--- src/rtl/axi_dma_rd_master.sv ---
// AXI4 read master: splits one (addr, len) descriptor into 4KB-safe INCR bursts and streams the R beats out on dout.
// Latency: first ARVALID two cycles after cmd accept; an R beat reaches dout one cycle after its R handshake; done one cycle after the final dout beat.
// Backpressure: ARs stall at MAX_OUTSTANDING bursts in flight; RREADY drops when the 2-entry skid buffer is full; dout_valid holds until dout_ready.
// Option: define AXI_RD_ID_ROTATE_EN for a per-burst rotating ARID with RID checking (default: ARID=0, RID ignored).
module axi_dma_rd_master #(
    parameter int AXI_ID_WD       = 2,
    parameter int AXI_DATA_WD     = 32,
    parameter int AXI_ADDR_WD     = 32,
    parameter int LEN_WD          = 16,
    parameter int MAX_BURST_LEN   = 16,
    parameter int MAX_OUTSTANDING = 4
) (
    input  logic                   M_AXI_ACLK,
    input  logic                   M_AXI_ARESETN,
    input  logic                   cmd_valid,
    output logic                   cmd_ready,
    input  logic [AXI_ADDR_WD-1:0] cmd_addr,
    input  logic [LEN_WD-1:0]      cmd_len,
    output logic                   done,
    output logic                   err,
    output logic [AXI_ADDR_WD-1:0] M_AXI_ARADDR,
    output logic [AXI_ID_WD-1:0]   M_AXI_ARID,
    output logic [1:0]             M_AXI_ARBURST,
    output logic [2:0]             M_AXI_ARSIZE,
    output logic [7:0]             M_AXI_ARLEN,
    output logic                   M_AXI_ARVALID,
    input  logic                   M_AXI_ARREADY,
    input  logic [AXI_DATA_WD-1:0] M_AXI_RDATA,
    input  logic [AXI_ID_WD-1:0]   M_AXI_RID,
    input  logic [1:0]             M_AXI_RRESP,
    input  logic                   M_AXI_RLAST,
    input  logic                   M_AXI_RVALID,
    output logic                   M_AXI_RREADY,
    output logic [AXI_DATA_WD-1:0] dout_data,
    output logic                   dout_last,
    output logic                   dout_valid,
    input  logic                   dout_ready
);

    localparam int DW_BYTE = AXI_DATA_WD / 8;
    localparam int SIZE    = $clog2(DW_BYTE);

    typedef enum logic [1:0] {IDLE, ISSUE, DRAIN} state_t;

    state_t                 state;
    logic [AXI_ADDR_WD-1:0] addr_q;       // address of the next burst to present
    logic [LEN_WD-1:0]      rem_q;        // beats not yet presented on AR
    logic [3:0]             outstanding;
    logic [4:0]             outstanding_nxt;
    logic                   err_q;
    logic [12:0]            bytes_to_4k;
    logic [31:0]            beats_to_4k;
    logic [31:0]            burst;
    logic                   ar_fire;
    logic                   r_fire;
    logic                   rlast_fire;
    logic                   ar_can;
    logic                   cmd_misaligned;
    logic                   r_bad;
    logic                   beat_last;

    // skid buffer
    logic [AXI_DATA_WD-1:0] buf_dat [2];
    logic [1:0]             buf_last;
    logic                   wr_ptr;
    logic                   rd_ptr;
    logic [1:0]             count;
    logic [1:0]             count_nxt;
    logic                   dout_fire;

    assign M_AXI_ARBURST = 2'b01;
    assign M_AXI_ARSIZE  = 3'(SIZE);

    assign ar_fire    = M_AXI_ARVALID && M_AXI_ARREADY;
    assign r_fire     = M_AXI_RVALID && M_AXI_RREADY;
    assign rlast_fire = r_fire && M_AXI_RLAST;
    assign dout_fire  = dout_valid && dout_ready;

    assign outstanding_nxt = {1'b0, outstanding} + {4'd0, ar_fire} - {4'd0, rlast_fire};
    // a new burst may be presented this cycle if beats remain and the in-flight count after this edge leaves room
    assign ar_can = (state == ISSUE) && (rem_q != '0) && (outstanding_nxt < 5'(MAX_OUTSTANDING));

    assign cmd_misaligned = (cmd_addr[SIZE-1:0] != '0) || (cmd_len[SIZE-1:0] != '0);

    // only the final burst's RLAST can arrive once every burst has been issued and just one is left in flight
    assign beat_last = M_AXI_RLAST && (state == DRAIN) && (outstanding == 4'd1);

`ifdef AXI_RD_ID_ROTATE_EN
    logic [AXI_ID_WD-1:0] next_id;
    logic [AXI_ID_WD-1:0] exp_id;
    assign r_bad = (M_AXI_RRESP != 2'b00) || (M_AXI_RID != exp_id);
`else
    logic unused_rid;
    assign unused_rid   = ^M_AXI_RID;
    assign M_AXI_ARID   = '0;
    assign r_bad        = (M_AXI_RRESP != 2'b00);
`endif

    // burst size: min of remaining beats, max burst length and beats left before the 4KB boundary
    always_comb begin
        bytes_to_4k = 13'h1000 - {1'b0, addr_q[11:0]};
        beats_to_4k = 32'(bytes_to_4k >> SIZE);
        burst       = 32'(rem_q);
        if (burst > 32'(MAX_BURST_LEN)) burst = 32'(MAX_BURST_LEN);
        if (burst > beats_to_4k)        burst = beats_to_4k;
    end

    // descriptor FSM, AR presentation and per-command status
    always_ff @(posedge M_AXI_ACLK or negedge M_AXI_ARESETN) begin
        if (!M_AXI_ARESETN) begin
            state         <= IDLE;
            cmd_ready     <= 1'b1;
            done          <= 1'b0;
            err           <= 1'b0;
            err_q         <= 1'b0;
            addr_q        <= '0;
            rem_q         <= '0;
            M_AXI_ARVALID <= 1'b0;
            M_AXI_ARADDR  <= '0;
            M_AXI_ARLEN   <= '0;
`ifdef AXI_RD_ID_ROTATE_EN
            M_AXI_ARID    <= '0;
            next_id       <= '0;
            exp_id        <= '0;
`endif
        end else begin
            done <= 1'b0;
            err  <= 1'b0;
            case (state)
                IDLE: begin
                    if (cmd_valid) begin
                        err_q <= 1'b0;
`ifdef AXI_RD_ID_ROTATE_EN
                        next_id <= '0;
                        exp_id  <= '0;
`endif
                        if (cmd_misaligned) begin
                            done <= 1'b1;
                            err  <= 1'b1;
                        end else if (cmd_len == '0) begin
                            done <= 1'b1;
                        end else begin
                            addr_q    <= cmd_addr;
                            rem_q     <= cmd_len >> SIZE;
                            cmd_ready <= 1'b0;
                            state     <= ISSUE;
                        end
                    end
                end
                ISSUE: begin
                    // fields are loaded only when AR is idle or firing, so they hold while ARREADY is low
                    if (!M_AXI_ARVALID || M_AXI_ARREADY) begin
                        M_AXI_ARVALID <= ar_can;
                        if (ar_can) begin
                            M_AXI_ARADDR <= addr_q;
                            M_AXI_ARLEN  <= 8'(burst - 32'd1);
                            addr_q       <= addr_q + AXI_ADDR_WD'(burst << SIZE);
                            rem_q        <= rem_q - LEN_WD'(burst);
`ifdef AXI_RD_ID_ROTATE_EN
                            M_AXI_ARID   <= next_id;
                            next_id      <= next_id + AXI_ID_WD'(1);
`endif
                        end
                    end
                    if (ar_fire && (rem_q == '0)) state <= DRAIN;
                end
                DRAIN: begin
                    if ((outstanding == '0) && !dout_valid) begin
                        done      <= 1'b1;
                        err       <= err_q;
                        cmd_ready <= 1'b1;
                        state     <= IDLE;
                    end
                end
                default: state <= IDLE;
            endcase
            if (r_fire && r_bad) err_q <= 1'b1;
`ifdef AXI_RD_ID_ROTATE_EN
            if (rlast_fire) exp_id <= exp_id + AXI_ID_WD'(1);
`endif
        end
    end

    // bursts in flight: +1 per AR fire, -1 per RLAST fire
    always_ff @(posedge M_AXI_ACLK or negedge M_AXI_ARESETN) begin
        if (!M_AXI_ARESETN) outstanding <= '0;
        else                outstanding <= outstanding_nxt[3:0];
    end

    assign count_nxt  = count + {1'b0, r_fire} - {1'b0, dout_fire};
    assign dout_valid = (count != 2'd0);
    assign dout_data  = buf_dat[rd_ptr];
    assign dout_last  = dout_valid && buf_last[rd_ptr];

    // 2-entry skid buffer; RREADY comes from the post-edge occupancy so dout_ready never reaches it combinationally
    always_ff @(posedge M_AXI_ACLK or negedge M_AXI_ARESETN) begin
        if (!M_AXI_ARESETN) begin
            for (int i = 0; i < 2; i++) buf_dat[i] <= '0;
            buf_last     <= '0;
            wr_ptr       <= 1'b0;
            rd_ptr       <= 1'b0;
            count        <= 2'd0;
            M_AXI_RREADY <= 1'b0;
        end else begin
            if (r_fire) begin
                buf_dat[wr_ptr]  <= M_AXI_RDATA;
                buf_last[wr_ptr] <= beat_last;
                wr_ptr           <= ~wr_ptr;
            end
            if (dout_fire) rd_ptr <= ~rd_ptr;
            count        <= count_nxt;
            M_AXI_RREADY <= (count_nxt != 2'd2);
        end
    end

`ifndef SYNTHESIS
    // an R beat with no burst in flight is a slave protocol violation
    a_r_without_ar: assert property (@(posedge M_AXI_ACLK) disable iff (!M_AXI_ARESETN)
        (M_AXI_RVALID && M_AXI_RREADY) |-> (outstanding != '0));
`endif

endmodule

--- config.mk ---
export PLATFORM = sky130hd
export DESIGN_NAME = axi_dma_rd_master
export DESIGN_NICKNAME = d
export VERILOG_FILES = /design/src/rtl/axi_dma_rd_master.sv
export SDC_FILE = /design/constraint.sdc
export NUM_CORES = 1
export LEC_CHECK = 0
export BUFFER_PORTS_ARGS = -buffer_cell sky130_fd_sc_hd__buf_2
export CAP_MARGIN = 20
export CELL_PAD_IN_SITES_DETAIL_PLACEMENT = 1
export CELL_PAD_IN_SITES_GLOBAL_PLACEMENT = 2
export CORE_UTILIZATION = 30
export DETAILED_ROUTE_END_ITERATION = 8
export PLACE_DENSITY_LB_ADDON = 0.3
export SYNTH_ARGS = -nofsm -noshare
export SYNTH_HDL_FRONTEND = slang
export SYNTH_SLANG_ARGS = --single-unit
--- constraint.sdc ---
create_clock -name M_AXI_ACLK -period 6.15 [get_ports M_AXI_ACLK]
set_input_delay 0 -clock M_AXI_ACLK [delete_from_list [all_inputs] [get_ports M_AXI_ACLK]]
set_output_delay 0 -clock M_AXI_ACLK [all_outputs]
set_load 0.03 [all_outputs]
After elaboration in Yosys (flattened, before gate mapping)
Cells that the tools add are included.

Word-level logic and storage cells: 135. Register bits after elaboration: 170.

Bitwise gates (word level): 4. $add $sub $neg: 8. Order comparisons: 9. Muxes and demuxes: 48. Reductions and logical operators: 37. Eq/ne operators: 11.

Operator list (count): $mux 32 (9); $mux 16 (7); $bwmux 64 (1); $pmux 32 s2 (1); $add 32x18->32 (1); $demux 32 s1 (1); $logic_not 16->1 (2); $pmux 16 s2 (1); $mux 1 (17); $gt 16x11->1 (1); $gt 16x5->1 const B (1); $reduce_bool 16->1 (1); $reduce_bool 2->1 (8); $sub 16x16->16 (1); $logic_and 1x1->1 (14); $sub 13x12->13 const A (1); $mux 2 (5); $ne 2x2->1 const B (5); $reduce_and 5->1 (2); $sub 8x1->8 const B (1); $ne 2x1->1 const B (3); $pmux 1 s2 (3); $pmux 2 s3 (1); $reduce_and 6->1 (1); 22 further kinds (29).

Longest topological paths before layout
Depth after elaboration: 8. Gate-level depth with buffers: 28. Gate-level depth less buffers: 26.

Least setup slack after synthesis
Ideal clock, no wire load.

Kind: register to register. From: register addr_q[3]. To: register rem_q[14]. Period minus slack after synthesis: 5.504 ns. Data arrival time: 5.376 ns. Setup slack: 0.646 ns. Stages on the path, launching flop included: 26. Library setup time: 0.128 ns. Path through: dfrtp_1 nor4_4 nand2b_2 or4_4 or3_4 or3_4 nand2_4 ha_1 nand3_1 nor3_1 a21oi_1 o21ai_0 buf_2 nor3_1 a31oi_1 inv_1 ha_1 fa_1 nor2b_1 o21ai_0 a21boi_1 nor2_1 or3b_2 a311oi_1 xnor2_1 o21ai_0.

Longest elaborated chain between the ends: 7.

Ends and longest elaborated chain: from (decl) (RTL line 46) `logic [AXI_ADDR_WD-1:0] addr_q;`; from (signal assigned) (RTL line 143) `addr_q <= cmd_addr;`; from (signal assigned) (RTL line 157) `addr_q <= addr_q + AXI_ADDR_WD'(burst << SIZE);`; $sub 13x12->13 (*) (RTL line 101) `bytes_to_4k = 13'h1000 - {1'b0, addr_q[11:0]};`; $gt 16x11->1 (RTL line 105) `if (burst > beats_to_4k) burst = beats_to_4k;`; $mux 16 (*) (RTL line 105); $sub 16x16->16 (*) (RTL line 158) `rem_q <= rem_q - LEN_WD'(burst);`; $mux 16 (*) (RTL line 154) `if (ar_can) begin`; $mux 16 (*) (RTL line 152) `if (!M_AXI_ARVALID || M_AXI_ARREADY) begin`; $pmux 16 s2 (*) (RTL line 129) `case (state)`; to (signal assigned) (RTL line 144) `rem_q <= cmd_len >> SIZE;`; to (signal assigned) (RTL line 158); to (decl) (RTL line 47) `logic [LEN_WD-1:0] rem_q;`.

Mark *: on every way between the ends. The rest lies on a longest branch, timed or not. The select of a mux whose other input is x is not followed. A chain may end at the register's enable or synchronous reset.

Final worst setup path
From: register addr_q[2]. To: register rem_q[15].

The elaborated chain is that of the path after synthesis.

==> results.txt <==
EDFF count, synth - 0
Int Pwr - 4.159 mW
setup_tns - 0 ns
largest net degree at the start of global routing - 93
Synth cell types - 68
switching share of power - 46.29%
TritonCTS buffer count - 17
Clock H-tree levels - 4
synth warn - 0
Register Area - 0.004255 mm²
Syn Inst Count - 964
multi-input logic area - 0.005230 mm²
row cnt - 65
post-synthesis mux area share - 15.08%
Critical Path Start - addr_q[2]
Slew @ Worst Pin - 0.9370 ns
DR DRC count - 0
Tmin final - 5.737 ns
CP arrival - 6.07 ns
Via Count - 8189
ys flop type - dfrtp_1
Reg2Reg Setup Slack - 0.41 ns
worst hold path class - input port to register
Die W - 182.1 µm
first-pass GRT wire length - 47.31 mm
post-synth top area share - 43.44%
Clock Sinks - 170
Area growth syn-to-layout - 31.62%
max-cap violations - 0
CP Class - register to register
leading post-synthesis cells by cell area - dfrtp_1 (43%), mux2_2 (14%), ha_1 (6.7%)
maximum vdd drop - 0.2438 mV
Worst slew margin - 37.53%
Peak Freq - 174.3 MHz
routed vias/inst - 4.904
starting DRC count in detailed routing - 306
CP Launch Type - register
XOR/XNOR Fraction of Synth Area - 3.149%
TritonRoute pass-1 iters - 5
leading area contributor after synthesis - dfrtp_1
max-slew violations - 0
post-synthesis sequential area ratio - 43.71%
Psw - 3.585 mW
Clk pwr share - 14.0%
crit path max fanout - 8
Setup crit end kind - register
PD cells - 604.3 mW/mm²
Antenna Nets Post-Route - 0
Post-Synth Adder-Cell Area - 7.300%
post-synthesis compound-gate area fraction - 12.29%
main combinational cell family by area after synthesis - multiplexers
Fill cells - 3617
logic gate share of total power - 60.3%
Mapped Area - 0.009736 mm²
RSZ-0062 raised after global routing - false
number of global-route vias before repair - 8916
Final Hold Fails - 0
Flop pwr share - 25.6%
port bufs - 167
initial antenna violation count - 1
Period Utilization, post-route - 93.29%
Core ar. - 0.03172 mm²
Root Buffer - clkbuf_16
hold_ws - 0.04759 ns
Clock Path Buffers - 2
Synth async-reset ratio - 100.0%
Min-Delay Startpoint - cmd_addr[16]
drt wl/cell - 17.27 µm
Clock Skew - 0.01438 ns
worst-skew pair later-pin latency - 0.45 ns
Congestion Overflow GR - 0
Setup Viol. Count Final - 0
final weighted congestion in routability-driven placement - 0.8297
final wirelength - 28.84 mm
share of layout cells above drive strength 1 - 32.12%
die area - 0.03318 mm²
CTS tree - done
Die Ht - 182.1 µm
Static Leakage - 6.034 nW
I/O pin cnt - 177
R2R Path Start - addr_q[2]
WP data required - 6.48 ns
Synth Area in Simple Gates - 14.47%
Clock transition at path regs - 0.07 ns
total global-route track usage - 18.13%
status - completed
most common cell after layout, fill and taps aside - dfrtp_1
syn_area_per_cell - 10.10 µm²
# nets final - 1400
Initial Util - 30.69%
most frequent cells in the layout - dfrtp_1 (169), buf_2 (166), mux2_2 (125)
Post-DP HPWL - 19.84 mm
Seq cells post-synth - 170
Yosys cell counts, drive strengths merged (3+ instances only):
cell	instances
xor2	10
fa	3
buf	28
o21a	5
mux2i	6
o21ai	58
a21boi	3
a221o	3
o211ai	4
a211oi	6
nor2	72
nor4	12
nand2b	11
or4	3
a311oi	10
and3	14
and2	3
a21o	10
and4	4
clkbuf	24
nor3	21
dfrtp	169
or2	6
nor2b	13
or3	4
xnor2	25
mux2	125
a21oi	65
nand4	7
nand3	19
a31oi	13
nand2	93
ha	52
inv	38
final timing paths:
| path | end | cells past startpoint |
|---|---|---|
| setup / recovery | rem_q[15] | 24 |
| hold / removal | addr_q[16] | 5 |
| setup reg to reg | rem_q[15] | 24 |
| hold reg to reg | M_AXI_ARLEN[3] | 2 |
| max in group asynchronous | M_AXI_ARADDR[30] | 4 |
| min in group asynchronous | buf_dat[60] | 2 |
layout make-up:
type                       instances  share of cell area, %
multi-input combinational        724                  40.82
timing repair buffer             303                  16.39
tap                              402                  3.925
sequential                       170                  33.21
clock inverter                    13                 0.9862
clock buffer                      19                  3.535
inverter                          38                  1.113
antenna                            1                0.01953
worst max-delay path, cell delays in order (launching register included):
cell	delay [ns]
dfrtp_1	0.42
nor4_4	0.39
nand2b_2	0.11
or4_4	0.45
or3_4	0.36
or2_1	0.23
nand2_1	0.11
nand2_4	0.06
ha_1	0.29
nand3_1	0.12
nor3_1	0.06
a21oi_1	0.16
o21ai_2	0.13
buf_4	0.18
or2_2	0.29
buf_4	0.16
ha_1	0.34
o21ai_0	0.19
nand2b_1	0.07
a21oi_1	0.30
a211oi_1	0.11
a311o_1	0.42
a21o_1	0.22
a21o_1	0.17
a221o_1	0.28
layer usage:
layer / vias to the layer above / routed length, µm / global-route usage [%]
met4: 0 / 297 / 4.605
li1: 3978 / - / -
met3: 17 / 1084 / 3.452
met1: 4041 / 13460 / 23.27
met2: 153 / 14000 / 31.22
met5: - / 0 / 0
sequential cells by signal (all words and copies together) (netlist names), 2 cells and up:
name          cells
M_AXI_ARADDR     32
M_AXI_ARLEN       8
buf_last          2
buf_dat          64
rem_q            16
outstanding       4
addr_q           32
count             2
state             2
power by group through the flow:
stage	Clock [mW]	Sequential, mW	Combinational, mW
3_3_place_gp	0	1.98	4.55
3_5_place_dp	0	2.01	4.62
6_report	1.09	1.98	4.67
5_1_grt	1.17	2.06	5.20
4_1_cts	1.13	1.99	4.69
2_1_floorplan	0	2.12	3.15
cells by family (layout without fill, tap and decap cells):
group / count (synthesis) / after routing
AOI/OAI and AO/OA: 195 / 195
xor gates and xnor gates: 35 / 35
adders and majority gates: 55 / 55
buffers and inverters: 90 / 373
DFF: 170 / 170
muxes: 131 / 131
other: 2 / 23
and+or+nand+nor: 286 / 286
metrics by stage:
step	setup slack (ns)	total power, mW	std cells	cell area [µm²]	util (%)
2_1_floorplan	0.6460	5.266	984	9811	-
3_3_place_gp	0.2787	6.522	1548	11290	35.61
3_5_place_dp	0.1838	6.622	1548	11290	35.61
4_1_cts	0.1414	7.808	1667	12740	40.18
5_1_grt	0.003684	8.426	1670	12810	40.40
6_report	0.4128	7.744	1670	12810	40.40
what timing repair did:
item	4_1_cts	5_1_grt
hold buffers	87	0
hold endpoints to repair	210	0
resized for setup	0	10
endpoints found under the setup margin	0	11
buffers inserted	0	1
(Power assumes the default switching activity.)
